$ cat src/rtl/mem_op_queue_if.sv
// Dispatch, wakeup and issue bundle of the in-order memory-op queue.
// The master side is dispatch/writeback/memory; the slave side is the queue.
interface mem_op_queue_if #(
  parameter int REG_W      = 4,
  parameter int OP_W       = 2,
  parameter int WAKE_PORTS = 2
);
  logic                        in_valid;
  logic                        in_ready;
  logic                        in_use_ra;
  logic                        in_use_rt;
  logic                        in_use_rw;
  logic [REG_W-1:0]            in_ra_addr;
  logic [REG_W-1:0]            in_rt_addr;
  logic [REG_W-1:0]            in_rw_addr;
  logic                        in_ra_ready;
  logic                        in_rt_ready;
  logic [OP_W-1:0]             in_mem_op;
  logic [WAKE_PORTS-1:0]       wake_valid;
  logic [WAKE_PORTS*REG_W-1:0] wake_addr;
  logic                        issue_valid;
  logic                        issue_ready;
  logic                        issue_use_ra;
  logic                        issue_use_rt;
  logic                        issue_use_rw;
  logic [REG_W-1:0]            issue_ra_addr;
  logic [REG_W-1:0]            issue_rt_addr;
  logic [REG_W-1:0]            issue_rw_addr;
  logic [OP_W-1:0]             issue_mem_op;

  modport master (
    output in_valid, in_use_ra, in_use_rt, in_use_rw,
    output in_ra_addr, in_rt_addr, in_rw_addr,
    output in_ra_ready, in_rt_ready, in_mem_op,
    output wake_valid, wake_addr, issue_ready,
    input  in_ready, issue_valid,
    input  issue_use_ra, issue_use_rt, issue_use_rw,
    input  issue_ra_addr, issue_rt_addr, issue_rw_addr,
    input  issue_mem_op
  );

  modport slave (
    input  in_valid, in_use_ra, in_use_rt, in_use_rw,
    input  in_ra_addr, in_rt_addr, in_rw_addr,
    input  in_ra_ready, in_rt_ready, in_mem_op,
    input  wake_valid, wake_addr, issue_ready,
    output in_ready, issue_valid,
    output issue_use_ra, issue_use_rt, issue_use_rw,
    output issue_ra_addr, issue_rt_addr, issue_rw_addr,
    output issue_mem_op
  );
endinterface

$ cat src/rtl/mem_op_queue.sv
// In-order load/store queue with source wakeup tracking.
// Only the head may issue, so memory ordering follows dispatch order.
module mem_op_queue #(
  parameter int DEPTH      = 8,
  parameter int NUM_REG    = 16,
  parameter int WAKE_PORTS = 2,
  parameter int OP_W       = 2,
  localparam int REG_W = $clog2(NUM_REG),
  localparam int PTR_W = $clog2(DEPTH),
  localparam int CNT_W = $clog2(DEPTH+1)
) (
  input  logic             clk,
  input  logic             n_rst,
  input  logic             flush,
  mem_op_queue_if.slave    q,
  output logic [CNT_W-1:0] count
);

  typedef struct packed {
    logic             valid;
    logic             use_ra;
    logic             use_rt;
    logic             use_rw;
    logic [REG_W-1:0] ra;
    logic [REG_W-1:0] rt;
    logic [REG_W-1:0] rw;
    logic [OP_W-1:0]  mem_op;
    logic             ra_rdy;
    logic             rt_rdy;
  } entry_t;

  entry_t           ents [DEPTH];
  entry_t           new_ent;
  entry_t           head_ent;
  logic [PTR_W-1:0] head;
  logic [PTR_W-1:0] tail;
  logic             enq;
  logic             deq;

  function automatic logic hit(
    input logic [WAKE_PORTS-1:0]       v,
    input logic [WAKE_PORTS*REG_W-1:0] a,
    input logic [REG_W-1:0]            t
  );
    logic r;
    r = 1'b0;
    for (int k = 0; k < WAKE_PORTS; k++) begin
      if (v[k] && a[k*REG_W +: REG_W] == t) r = 1'b1;
    end
    return r;
  endfunction

  assign head_ent = ents[head];

  assign q.in_ready    = (count != CNT_W'(DEPTH));
  assign q.issue_valid = head_ent.valid && head_ent.ra_rdy
                         && head_ent.rt_rdy;

  // Free slots are kept all-zero, so an empty queue presents zero fields.
  assign q.issue_use_ra  = head_ent.use_ra;
  assign q.issue_use_rt  = head_ent.use_rt;
  assign q.issue_use_rw  = head_ent.use_rw;
  assign q.issue_ra_addr = head_ent.ra;
  assign q.issue_rt_addr = head_ent.rt;
  assign q.issue_rw_addr = head_ent.rw;
  assign q.issue_mem_op  = head_ent.mem_op;

  assign enq = q.in_valid && q.in_ready;
  assign deq = q.issue_valid && q.issue_ready;

  always_comb begin
    new_ent        = '0;
    new_ent.valid  = 1'b1;
    new_ent.use_ra = q.in_use_ra;
    new_ent.use_rt = q.in_use_rt;
    new_ent.use_rw = q.in_use_rw;
    new_ent.ra     = q.in_ra_addr;
    new_ent.rt     = q.in_rt_addr;
    new_ent.rw     = q.in_rw_addr;
    new_ent.mem_op = q.in_mem_op;
    new_ent.ra_rdy = !q.in_use_ra || q.in_ra_ready
                     || hit(q.wake_valid, q.wake_addr, q.in_ra_addr);
    new_ent.rt_rdy = !q.in_use_rt || q.in_rt_ready
                     || hit(q.wake_valid, q.wake_addr, q.in_rt_addr);
  end

  always_ff @(posedge clk) begin
    if (!n_rst || flush) begin
      head  <= '0;
      tail  <= '0;
      count <= '0;
      for (int i = 0; i < DEPTH; i++) ents[i] <= '0;
    end else begin
      for (int i = 0; i < DEPTH; i++) begin
        if (ents[i].valid && ents[i].use_ra
            && hit(q.wake_valid, q.wake_addr, ents[i].ra))
          ents[i].ra_rdy <= 1'b1;
        if (ents[i].valid && ents[i].use_rt
            && hit(q.wake_valid, q.wake_addr, ents[i].rt))
          ents[i].rt_rdy <= 1'b1;
      end
      // Later writes win: retiring head drops any same-cycle wakeup.
      if (deq) begin
        ents[head] <= '0;
        head       <= head + PTR_W'(1);
      end
      if (enq) begin
        ents[tail] <= new_ent;
        tail       <= tail + PTR_W'(1);
      end
      count <= count + CNT_W'(enq) - CNT_W'(deq);
    end
  end

endmodule
$ cat src/flat_wrapper.sv
// flat-port wrapper written by rule: the top's interface ports become plain ports
module mem_op_queue_flat 
#(
  parameter int DEPTH      = 8,
  parameter int NUM_REG    = 16,
  parameter int WAKE_PORTS = 2,
  parameter int OP_W       = 2,
  localparam int REG_W = $clog2(NUM_REG),
  localparam int PTR_W = $clog2(DEPTH),
  localparam int CNT_W = $clog2(DEPTH+1)
)
  (clk, n_rst, flush, count, q_in_valid, q_in_use_ra, q_in_use_rt, q_in_use_rw, q_in_ra_addr, q_in_rt_addr, q_in_rw_addr, q_in_ra_ready, q_in_rt_ready, q_in_mem_op, q_wake_valid, q_wake_addr, q_issue_ready, q_in_ready, q_issue_valid, q_issue_use_ra, q_issue_use_rt, q_issue_use_rw, q_issue_ra_addr, q_issue_rt_addr, q_issue_rw_addr, q_issue_mem_op);
  mem_op_queue_if #(.OP_W(OP_W), .WAKE_PORTS(WAKE_PORTS)) q_i ();
  input  logic clk;
  input  logic n_rst;
  input  logic flush;
  output logic [CNT_W-1:0] count;
  input wire logic [$bits(q_i.in_valid)-1:0] q_in_valid;
  input wire logic [$bits(q_i.in_use_ra)-1:0] q_in_use_ra;
  input wire logic [$bits(q_i.in_use_rt)-1:0] q_in_use_rt;
  input wire logic [$bits(q_i.in_use_rw)-1:0] q_in_use_rw;
  input wire logic [$bits(q_i.in_ra_addr)-1:0] q_in_ra_addr;
  input wire logic [$bits(q_i.in_rt_addr)-1:0] q_in_rt_addr;
  input wire logic [$bits(q_i.in_rw_addr)-1:0] q_in_rw_addr;
  input wire logic [$bits(q_i.in_ra_ready)-1:0] q_in_ra_ready;
  input wire logic [$bits(q_i.in_rt_ready)-1:0] q_in_rt_ready;
  input wire logic [$bits(q_i.in_mem_op)-1:0] q_in_mem_op;
  input wire logic [$bits(q_i.wake_valid)-1:0] q_wake_valid;
  input wire logic [$bits(q_i.wake_addr)-1:0] q_wake_addr;
  input wire logic [$bits(q_i.issue_ready)-1:0] q_issue_ready;
  output wire logic [$bits(q_i.in_ready)-1:0] q_in_ready;
  output wire logic [$bits(q_i.issue_valid)-1:0] q_issue_valid;
  output wire logic [$bits(q_i.issue_use_ra)-1:0] q_issue_use_ra;
  output wire logic [$bits(q_i.issue_use_rt)-1:0] q_issue_use_rt;
  output wire logic [$bits(q_i.issue_use_rw)-1:0] q_issue_use_rw;
  output wire logic [$bits(q_i.issue_ra_addr)-1:0] q_issue_ra_addr;
  output wire logic [$bits(q_i.issue_rt_addr)-1:0] q_issue_rt_addr;
  output wire logic [$bits(q_i.issue_rw_addr)-1:0] q_issue_rw_addr;
  output wire logic [$bits(q_i.issue_mem_op)-1:0] q_issue_mem_op;
  assign q_i.in_valid = q_in_valid;
  assign q_i.in_use_ra = q_in_use_ra;
  assign q_i.in_use_rt = q_in_use_rt;
  assign q_i.in_use_rw = q_in_use_rw;
  assign q_i.in_ra_addr = q_in_ra_addr;
  assign q_i.in_rt_addr = q_in_rt_addr;
  assign q_i.in_rw_addr = q_in_rw_addr;
  assign q_i.in_ra_ready = q_in_ra_ready;
  assign q_i.in_rt_ready = q_in_rt_ready;
  assign q_i.in_mem_op = q_in_mem_op;
  assign q_i.wake_valid = q_wake_valid;
  assign q_i.wake_addr = q_wake_addr;
  assign q_i.issue_ready = q_issue_ready;
  assign q_in_ready = q_i.in_ready;
  assign q_issue_valid = q_i.issue_valid;
  assign q_issue_use_ra = q_i.issue_use_ra;
  assign q_issue_use_rt = q_i.issue_use_rt;
  assign q_issue_use_rw = q_i.issue_use_rw;
  assign q_issue_ra_addr = q_i.issue_ra_addr;
  assign q_issue_rt_addr = q_i.issue_rt_addr;
  assign q_issue_rw_addr = q_i.issue_rw_addr;
  assign q_issue_mem_op = q_i.issue_mem_op;
  mem_op_queue #(.DEPTH(DEPTH), .NUM_REG(NUM_REG), .WAKE_PORTS(WAKE_PORTS), .OP_W(OP_W)) u_core (.clk(clk), .n_rst(n_rst), .flush(flush), .q(q_i), .count(count));
endmodule
$ cat config.mk
export PLATFORM = sky130hd
export DESIGN_NAME = mem_op_queue_flat
export DESIGN_NICKNAME = d
export VERILOG_FILES = /design/src/rtl/mem_op_queue_if.sv /design/src/rtl/mem_op_queue.sv /design/src/flat_wrapper.sv
export SDC_FILE = /design/constraint.sdc
export NUM_CORES = 1
export LEC_CHECK = 0
export ABC_AREA = 1
export CORE_MARGIN = 4
export CORE_UTILIZATION = 45
export DETAILED_ROUTE_END_ITERATION = 12
export PLACE_DENSITY_LB_ADDON = 0.25
export SKIP_CTS_REPAIR_TIMING = 1
export SLEW_MARGIN = 20
export SYNTH_ARGS = -nofsm -noshare
export SYNTH_HDL_FRONTEND = slang
export SYNTH_SLANG_ARGS = --single-unit
export TNS_END_PERCENT = 1
$ cat constraint.sdc
create_clock -name clk -period 6.5 [get_ports clk]
set_input_delay 1.625 -clock clk [delete_from_list [all_inputs] [get_ports clk]]
set_output_delay 1.625 -clock clk [all_outputs]
set_load 0.1 [all_outputs]
==> results of run 1 <==
-- per-stage QoR --
step                      setup WS, ns  hold slack [ns]  cells  utilization  total power [mW]
after floorplan                   2.21            0.471   1289            -              1.50
after global placement            1.73            0.493   1562        0.485              1.60
after detailed placement          1.66            0.501   1562        0.485              1.61
after CTS                         2.02            0.511   1594        0.513              2.69
after global routing              1.81            0.544   1594        0.513              2.78
final                             1.94            0.511   1594        0.513              2.70
-- logic make-up (layout without fill, tap and decap cells) --
logic type / count (synthesis) / count (layout) / share of synthesized area
flip-flops: 173 / 173 / 0.487
AO/OA/AOI/OAI: 246 / 246 / 0.131
XOR/XNOR: 31 / 31 / 0.0270
buffers and inverters: 205 / 230 / 0.0843
AND/OR/NAND/NOR: 626 / 626 / 0.260
adder cells (fa/ha/maj): 8 / 8 / 0.0107
-- per-layer routing --
| layer | part of all wire | routed length (um) |
|---|---|---|
| met5 | 0 | 0 |
| met2 | 0.47 | 14600 |
| met3 | 0.087 | 2700 |
| met4 | 0.040 | 1250 |
| met1 | 0.40 | 12600 |
-- worst max path at each step --
stage / endpoint / slack, ns / cells after the start
after floorplan: q_issue_rt_addr[1] / 2.21 / 6
after global placement: u_core.ents[2][13] / 1.73 / 7
after detailed placement: u_core.ents[2][3] / 1.66 / 7
after CTS: q_issue_ra_addr[1] / 2.02 / 8
after global routing: u_core.ents[2][8] / 1.81 / 7
final: q_issue_ra_addr[1] / 1.94 / 8
-- sequential cells by signal (all words and copies together) (netlist names), named ones only --
| name | count |
|---|---|
| u_core.ents | 160 |
| u_core.count | 4 |
| u_core.head | 3 |
| u_core.tail | 3 |
-- where the power goes --
group / switching, mW / internal [mW]
Sequential: 0.0308 / 1.24
Combinational: 0.230 / 0.0872
Clock: 0.464 / 0.647
-- final cells by class --
cell class,count,area [sq um],area share
clock buffer,18,429,0.0382
clock inverter,14,190,0.0169
inverter,134,505,0.0450
multi-input combinational,911,4310,0.383
sequential,173,4890,0.435
tap,280,350,0.0312
timing repair buffer,64,571,0.0508
-- placed cells by master (no fill, tap or decap), drive strengths merged, types with 3 or more instances in the layout --
cell type	n
a21oi	58
a221oi	5
a31oi	17
buf	27
bufinv	4
clkbuf	18
clkdlybuf4s50	37
clkinv	13
dfxtp	31
edfxtp	142
ha	7
inv	131
nand2	219
nand3	64
nand3b	9
nand4	13
nor2	308
nor3	9
o21ai	131
o22ai	32
or2	3
xnor2	24
xor2	7
-- worst min-delay path, delay by kind of cell, from the launching register on --
| family | cells | cell delay [ns] |
|---|---|---|
| flops | 1 | 0.34 |
| simple gates | 2 | 0.13 |
==> metrics.txt, run 1 <==
# TYPE chip_impl_metric gauge
chip_impl_metric{name="io-pin-count",unit=""} 57
chip_impl_info{name="cts_root_buffer",value="clkbuf_16"} 1
chip_impl_metric{name="timing.final.setup_violations",unit=""} 0
chip_impl_metric{name="rows",unit=""} 54
chip_impl_metric{name="antenna_found_initial",unit=""} 0
chip_impl_metric{name="hpwlAfterDp",unit="um"} 20700
chip_impl_metric{name="first_global_vias",unit=""} 8519
chip_impl_metric{name="hold-path-cell-count",unit=""} 2
chip_impl_metric{name="initial_utilization",unit=""} 0.459
chip_impl_metric{name="grt_overflow_total",unit=""} 0
chip_impl_metric{name="grt_util_all_layers",unit=""} 0.253
chip_impl_metric{name="grt_max_degree",unit=""} 76
chip_impl_metric{name="insertedDiodeCount",unit=""} 0
chip_impl_metric{name="grt_first_pass_wirelength",unit="um"} 47400
chip_impl_metric{name="post-route-min-period",unit="ns"} 4.56
chip_impl_metric{name="synth_enable_flop_cells",unit=""} 142
chip_impl_metric{name="post_synth.cell_area_avg",unit="sq um"} 7.79
chip_impl_metric{name="post-synth-top-area-fraction",unit=""} 0.425
chip_impl_metric{name="final_min_period_over_clock_period",unit=""} 0.701
chip_impl_metric{name="number_of_hold_slack_violations_in_the_final_timing_report",unit=""} 0
chip_impl_info{name="clock_tree_from_tritoncts",value="built"} 1
chip_impl_metric{name="nets",unit=""} 1343
chip_impl_info{name="busiest_layer",value="met2"} 1
chip_impl_metric{name="core_region_area",unit="sq um"} 21900
chip_impl_metric{name="cts-root-to-sink-buffers",unit=""} 2
chip_impl_info{name="timing.critical_path.from_type",value="register"} 1
chip_impl_metric{name="ys_async_sr_fraction",unit=""} 0
chip_impl_metric{name="cp.required",unit="ns"} 4.88
chip_impl_metric{name="achievable-frequency",unit="MHz"} 219
chip_impl_info{name="slowest_cp_cell",value="inv_1"} 1
chip_impl_metric{name="groute.layer.met1.usage",unit=""} 0.329
chip_impl_metric{name="cap_violations",unit=""} 0
chip_impl_info{name="ys_top_cells_by_count",value="306 x nor2_1, 212 x nand2_1, 142 x edfxtp_1"} 1
chip_impl_metric{name="maximum_single_stage_delay_on_the_critical_path",unit="ns"} 0.43
chip_impl_metric{name="fillerInstances",unit=""} 2128
chip_impl_metric{name="route.antenna.remaining_nets",unit=""} 0
chip_impl_metric{name="share_of_final_layout_standard_cells_stronger_than_drive_strength_1",unit=""} 0.0647
chip_impl_metric{name="synthesis.instances",unit=""} 1289
chip_impl_metric{name="first_iter_violations",unit=""} 899
chip_impl_metric{name="post_synth_num_cell_types",unit=""} 40
chip_impl_metric{name="drv_slew",unit=""} 0
chip_impl_metric{name="max-vdd-ir-drop",unit="mV"} 0.203
chip_impl_metric{name="place.port_buffers",unit=""} 56
chip_impl_info{name="synth_area_leader_cell",value="edfxtp_1"} 1
chip_impl_info{name="r2r_end",value="u_core.ents[7][0]"} 1
chip_impl_info{name="ys.flop_type",value="edfxtp_1"} 1
chip_impl_metric{name="cts-buffers-inserted",unit=""} 17
chip_impl_metric{name="stdcell_area",unit="sq um"} 11200
chip_impl_metric{name="cellLeakagePower",unit="nW"} 4.81
chip_impl_metric{name="globalRouteMet3Util",unit=""} 0.0451
chip_impl_metric{name="insertion_delay",unit="ns"} 0.44
chip_impl_info{name="yosys.cell_count.top_type",value="nor2_1"} 1
chip_impl_metric{name="critical_path_arrival",unit="ns"} 2.93
chip_impl_metric{name="mappedNetlistNets",unit=""} 1331
chip_impl_info{name="holdPathEnd",value="u_core.ents[2][19]"} 1
chip_impl_info{name="endpoint_type_of_the_worst_setup_path",value="primary output"} 1
chip_impl_metric{name="maxSlewHeadroom",unit=""} 0.303
chip_impl_metric{name="post_dp_cell_area",unit="sq um"} 10600
chip_impl_metric{name="drt_first_pass_iters",unit=""} 5
chip_impl_metric{name="clock_h_tree_levels",unit=""} 4
chip_impl_info{name="grt_setup_unrepaired",value="false"} 1
chip_impl_metric{name="route.detailed.wl_per_inst",unit="um"} 19.5
chip_impl_metric{name="syn2layout_area_growth",unit="%"} 12.0
chip_impl_metric{name="postSynthRegisterBits",unit=""} 173
chip_impl_metric{name="clock_sink_count",unit=""} 173
chip_impl_metric{name="fp.dieW",unit="um"} 157
chip_impl_info{name="critical_path_class",value="reg -> out"} 1
chip_impl_metric{name="num_vias",unit=""} 9057
chip_impl_metric{name="critPathBufInv",unit=""} 4
chip_impl_metric{name="synthesis.yosys.warnings",unit=""} 0
chip_impl_metric{name="clkTransAtPathRegs",unit="ns"} 0.07
chip_impl_info{name="series_of_cell_instances_along_the_critical_path",value="buf_4 -> inv_1 -> buf_4 -> o21ai_0 -> o22ai_1 -> nor2_1 -> a31oi_1 -> buf_4"} 1
chip_impl_metric{name="via_per_inst",unit=""} 5.68
chip_impl_info{name="hold_path.startpoint",value="u_core.ents[2][19]"} 1
chip_impl_metric{name="finalWirelength",unit="um"} 31100
chip_impl_metric{name="tightest_slew",unit="ns"} 1.04
chip_impl_info{name="status",value="finished clean"} 1
chip_impl_metric{name="fin_worst_skew",unit="ns"} 0.0121
chip_impl_info{name="hp-class",value="reg -> reg"} 1
chip_impl_metric{name="yosysSeqAreaShare",unit=""} 0.487
chip_impl_metric{name="final_setup_tns",unit="ns"} 0
chip_impl_metric{name="power_per_cell_area",unit="nW/um^2"} 240
chip_impl_metric{name="die_height",unit="um"} 157
chip_impl_metric{name="synth.cell_area",unit="sq um"} 10000
chip_impl_metric{name="reg2regPathDepth",unit=""} 10
chip_impl_info{name="critical_path.most_common_cell",value="buf_4"} 1
chip_impl_metric{name="remaining_drc_errors",unit=""} 0
chip_impl_metric{name="worstPathMaxFanout",unit=""} 34
chip_impl_metric{name="r2r_setup_slack",unit="ns"} 3.00
chip_impl_info{name="path_delay_family",value="buffers and inverters"} 1
chip_impl_metric{name="floorplan.die_area",unit="sq um"} 24800
chip_impl_info{name="synthTopCellsByArea",value="edfxtp_1 42%, nor2_1 11%, nand2_1 7.9%"} 1
chip_impl_metric{name="place.gp.congestion",unit=""} 0.943
chip_impl_metric{name="groute.layer.met2.usage",unit=""} 0.412
Note: power is estimated with default switching activity, not from simulation.
==> inputs of run 2 (changes only) <==
==> constraint.sdc (replaced) <==
create_clock -name clk -period 4.5 [get_ports clk]
set_input_delay 1.125 -clock clk [delete_from_list [all_inputs] [get_ports clk]]
set_output_delay 1.125 -clock clk [all_outputs]
set_load 0.1 [all_outputs]
==> metrics.txt, run 2 (same netlist as run 1, synthesis figures left out) <==
# TYPE chip_impl_metric gauge
chip_impl_metric{name="reg2regPathDepth",unit=""} 16
chip_impl_info{name="holdPathEnd",value="u_core.ents[3][19]"} 1
chip_impl_metric{name="antenna_found_initial",unit=""} 0
chip_impl_metric{name="cts-buffers-inserted",unit=""} 17
chip_impl_metric{name="power.clock.fraction",unit=""} 0.385
chip_impl_metric{name="number_of_hold_slack_violations_in_the_final_timing_report",unit=""} 0
chip_impl_metric{name="maxSlewHeadroom",unit=""} 0.328
chip_impl_metric{name="hold-path-cell-count",unit=""} 2
chip_impl_metric{name="share_of_final_layout_standard_cells_stronger_than_drive_strength_1",unit=""} 0.0773
chip_impl_metric{name="power.net_switching",unit="mW"} 1.03
chip_impl_metric{name="worstPathMaxFanout",unit=""} 75
chip_impl_metric{name="floorplan.die_area",unit="sq um"} 24800
chip_impl_info{name="grt_setup_unrepaired",value="false"} 1
chip_impl_metric{name="route.detailed.wl_per_inst",unit="um"} 19.5
chip_impl_info{name="critical_path_class",value="reg -> out"} 1
chip_impl_info{name="r2r_end",value="u_core.count[2]"} 1
chip_impl_info{name="timing.critical_path.from_type",value="register"} 1
chip_impl_metric{name="remaining_drc_errors",unit=""} 0
chip_impl_metric{name="combinationalPowerShare",unit=""} 0.131
chip_impl_metric{name="finalWirelength",unit="um"} 31500
chip_impl_info{name="hold_path.startpoint",value="u_core.ents[3][19]"} 1
chip_impl_metric{name="first_iter_violations",unit=""} 994
chip_impl_metric{name="place.port_buffers",unit=""} 56
chip_impl_metric{name="post-route-min-period",unit="ns"} 3.87
chip_impl_metric{name="swShare",unit=""} 0.270
chip_impl_metric{name="final_min_period_over_clock_period",unit=""} 0.860
chip_impl_metric{name="clkTransAtPathRegs",unit="ns"} 0.07
chip_impl_metric{name="syn2layout_area_growth",unit="%"} 15.2
chip_impl_metric{name="power_per_cell_area",unit="nW/um^2"} 329
chip_impl_metric{name="via_per_inst",unit=""} 5.69
chip_impl_metric{name="cap_violations",unit=""} 0
chip_impl_metric{name="grt_first_pass_wirelength",unit="um"} 47600
chip_impl_metric{name="rows",unit=""} 54
chip_impl_info{name="cts_root_buffer",value="clkbuf_16"} 1
chip_impl_info{name="registers.top_by_ff_count",value="u_core.ents"} 1
chip_impl_metric{name="multi_input_area",unit="sq um"} 4310
chip_impl_metric{name="insertion_delay",unit="ns"} 0.43
chip_impl_info{name="hp-class",value="reg -> reg"} 1
chip_impl_metric{name="post_dp_cell_area",unit="sq um"} 11000
chip_impl_metric{name="route.antenna.remaining_nets",unit=""} 0
chip_impl_metric{name="nets",unit=""} 1361
chip_impl_metric{name="critical_path_arrival",unit="ns"} 2.74
chip_impl_metric{name="clock_h_tree_levels",unit=""} 4
chip_impl_metric{name="internal-power",unit="mW"} 2.77
chip_impl_metric{name="initial_utilization",unit=""} 0.459
chip_impl_metric{name="cts-root-to-sink-buffers",unit=""} 2
chip_impl_metric{name="io-pin-count",unit=""} 57
chip_impl_metric{name="largest_register_ffs",unit=""} 160
chip_impl_info{name="slowest_cp_cell",value="buf_4"} 1
chip_impl_metric{name="r2r_setup_slack",unit="ns"} 1.25
chip_impl_metric{name="stdcell_area",unit="sq um"} 11600
chip_impl_info{name="endpoint_type_of_the_worst_setup_path",value="primary output"} 1
chip_impl_metric{name="final-seq-area",unit="sq um"} 4890
chip_impl_metric{name="fp.dieW",unit="um"} 157
chip_impl_metric{name="max-vdd-ir-drop",unit="mV"} 0.299
chip_impl_metric{name="cellLeakagePower",unit="nW"} 4.91
chip_impl_metric{name="cp.required",unit="ns"} 3.38
chip_impl_info{name="leading_cell_types_in_the_layout_fill_and_taps_excluded",value="306 x nor2_1, 212 x nand2_1, 142 x edfxtp_1, 126 x o21ai_0, 121 x inv_1"} 1
chip_impl_metric{name="hpwlAfterDp",unit="um"} 21400
chip_impl_metric{name="fin_worst_skew",unit="ns"} 0.0113
chip_impl_metric{name="fillerInstances",unit=""} 2147
chip_impl_info{name="status",value="finished clean"} 1
chip_impl_metric{name="tightest_slew",unit="ns"} 1.01
chip_impl_metric{name="power_frac_seq",unit=""} 0.484
chip_impl_info{name="series_of_cell_instances_along_the_critical_path",value="buf_4 -> o21ai_0 -> a221oi_1 -> a31oi_1 -> buf_12"} 1
chip_impl_info{name="leading_cell_type_in_the_layout_fill_and_taps_excluded",value="nor2_1"} 1
chip_impl_metric{name="core_region_area",unit="sq um"} 21900
chip_impl_metric{name="clock_sink_count",unit=""} 173
chip_impl_metric{name="grt_util_all_layers",unit=""} 0.255
chip_impl_metric{name="num_vias",unit=""} 9167
chip_impl_metric{name="insertedDiodeCount",unit=""} 0
chip_impl_info{name="clock_tree_from_tritoncts",value="built"} 1
chip_impl_metric{name="die_height",unit="um"} 157
chip_impl_metric{name="final_setup_tns",unit="ns"} 0
chip_impl_metric{name="first_global_vias",unit=""} 8557
chip_impl_metric{name="grt_max_degree",unit=""} 76
chip_impl_metric{name="place.gp.congestion",unit=""} 0.941
chip_impl_metric{name="drv_slew",unit=""} 0
chip_impl_metric{name="timing.final.setup_violations",unit=""} 0
chip_impl_metric{name="drt_first_pass_iters",unit=""} 7
chip_impl_info{name="largestRegisters",value="u_core.ents: 160 flops, u_core.count: 4 flops"} 1
chip_impl_metric{name="achievable-frequency",unit="MHz"} 259
chip_impl_metric{name="grt_overflow_total",unit=""} 0
chip_impl_metric{name="maximum_single_stage_delay_on_the_critical_path",unit="ns"} 0.61
==> run 2: cell types whose count changed in the layout (fill, tap and decap cells not counted), sizes merged, moves of 2 or more <==
cell,before,now
buf,27,44
clkinvlp,0,5
bufinv,4,2
clkinv,13,11
inv,131,129
==> run 2: per-stage QoR <==
step                      power, mW  worst slack [ns]  utilization  hold slack (ns)  instances
after floorplan                2.17             0.715            -            0.471       1289
after global placement         2.36             0.817        0.502            0.501       1580
after detailed placement       2.36             0.758        0.502            0.495       1580
after CTS                      3.81             0.665        0.528            0.506       1612
after global routing           3.92             0.475        0.528            0.529       1612
final                          3.80             0.632        0.528            0.512       1612
==> run 2: worst max-delay path: cells and delay by family (launching register included) <==
kind | cells | cell delay, ns
buf+inv | 2 | 0.88
flops | 1 | 0.33
compound gates | 3 | 1.05
==> run 2: power groups by stage <==
stage	Clock, mW	Combinational, mW	Sequential [mW]
3_5_place_dp	0	0.491	1.87
6_report	1.46	0.498	1.84
5_1_grt	1.54	0.533	1.85
4_1_cts	1.47	0.493	1.84
2_1_floorplan	0	0.306	1.86
3_3_place_gp	0	0.488	1.87
==> run 2: how the worst max path moves through the flow <==
stage | start | endpoint | slack [ns] | depth (start not counted)
floorplan | register | q_issue_rt_addr[1] | 0.71 | 6
global placement | n_rst | u_core.ents[5][2] | 0.82 | 11
global route | register | q_issue_ra_addr[3] | 0.47 | 5
finish | register | q_issue_ra_addr[3] | 0.63 | 5
CTS | register | q_issue_ra_addr[3] | 0.67 | 5
detailed placement | n_rst | u_core.ents[5][2] | 0.76 | 11
==> run 2: layer usage <==
metal | global-route usage | up-vias | wire [um]
li1 | - | 4326 | -
met1 | 0.322 | 4259 | 12300
met2 | 0.410 | 491 | 14500
met3 | 0.0544 | 91 | 2950
met4 | 0.138 | 0 | 1630
met5 | 0 | - | 0
==> run 2: final cells by class <==
type	count	area share
Clock inverter	13	0.0124
Sequential cell	173	0.423
Timing Repair Buffer	82	0.0810
Tap cell	280	0.0303
Clock buffer	19	0.0374
Multi-Input combinational cell	911	0.373
Inverter	134	0.0436
==> inputs of run 3 (changes only) <==
--- a/config.mk
+++ b/config.mk
@@ -10,6 +10,7 @@
 export CORE_UTILIZATION = 45
 export DETAILED_ROUTE_END_ITERATION = 12
 export PLACE_DENSITY_LB_ADDON = 0.25
+export SETUP_SLACK_MARGIN = 0.4
 export SKIP_CTS_REPAIR_TIMING = 1
 export SLEW_MARGIN = 20
 export SYNTH_ARGS = -nofsm -noshare
==> results of run 3 <==
The final DEF is identical to that of run 2; final timing and power are the same.
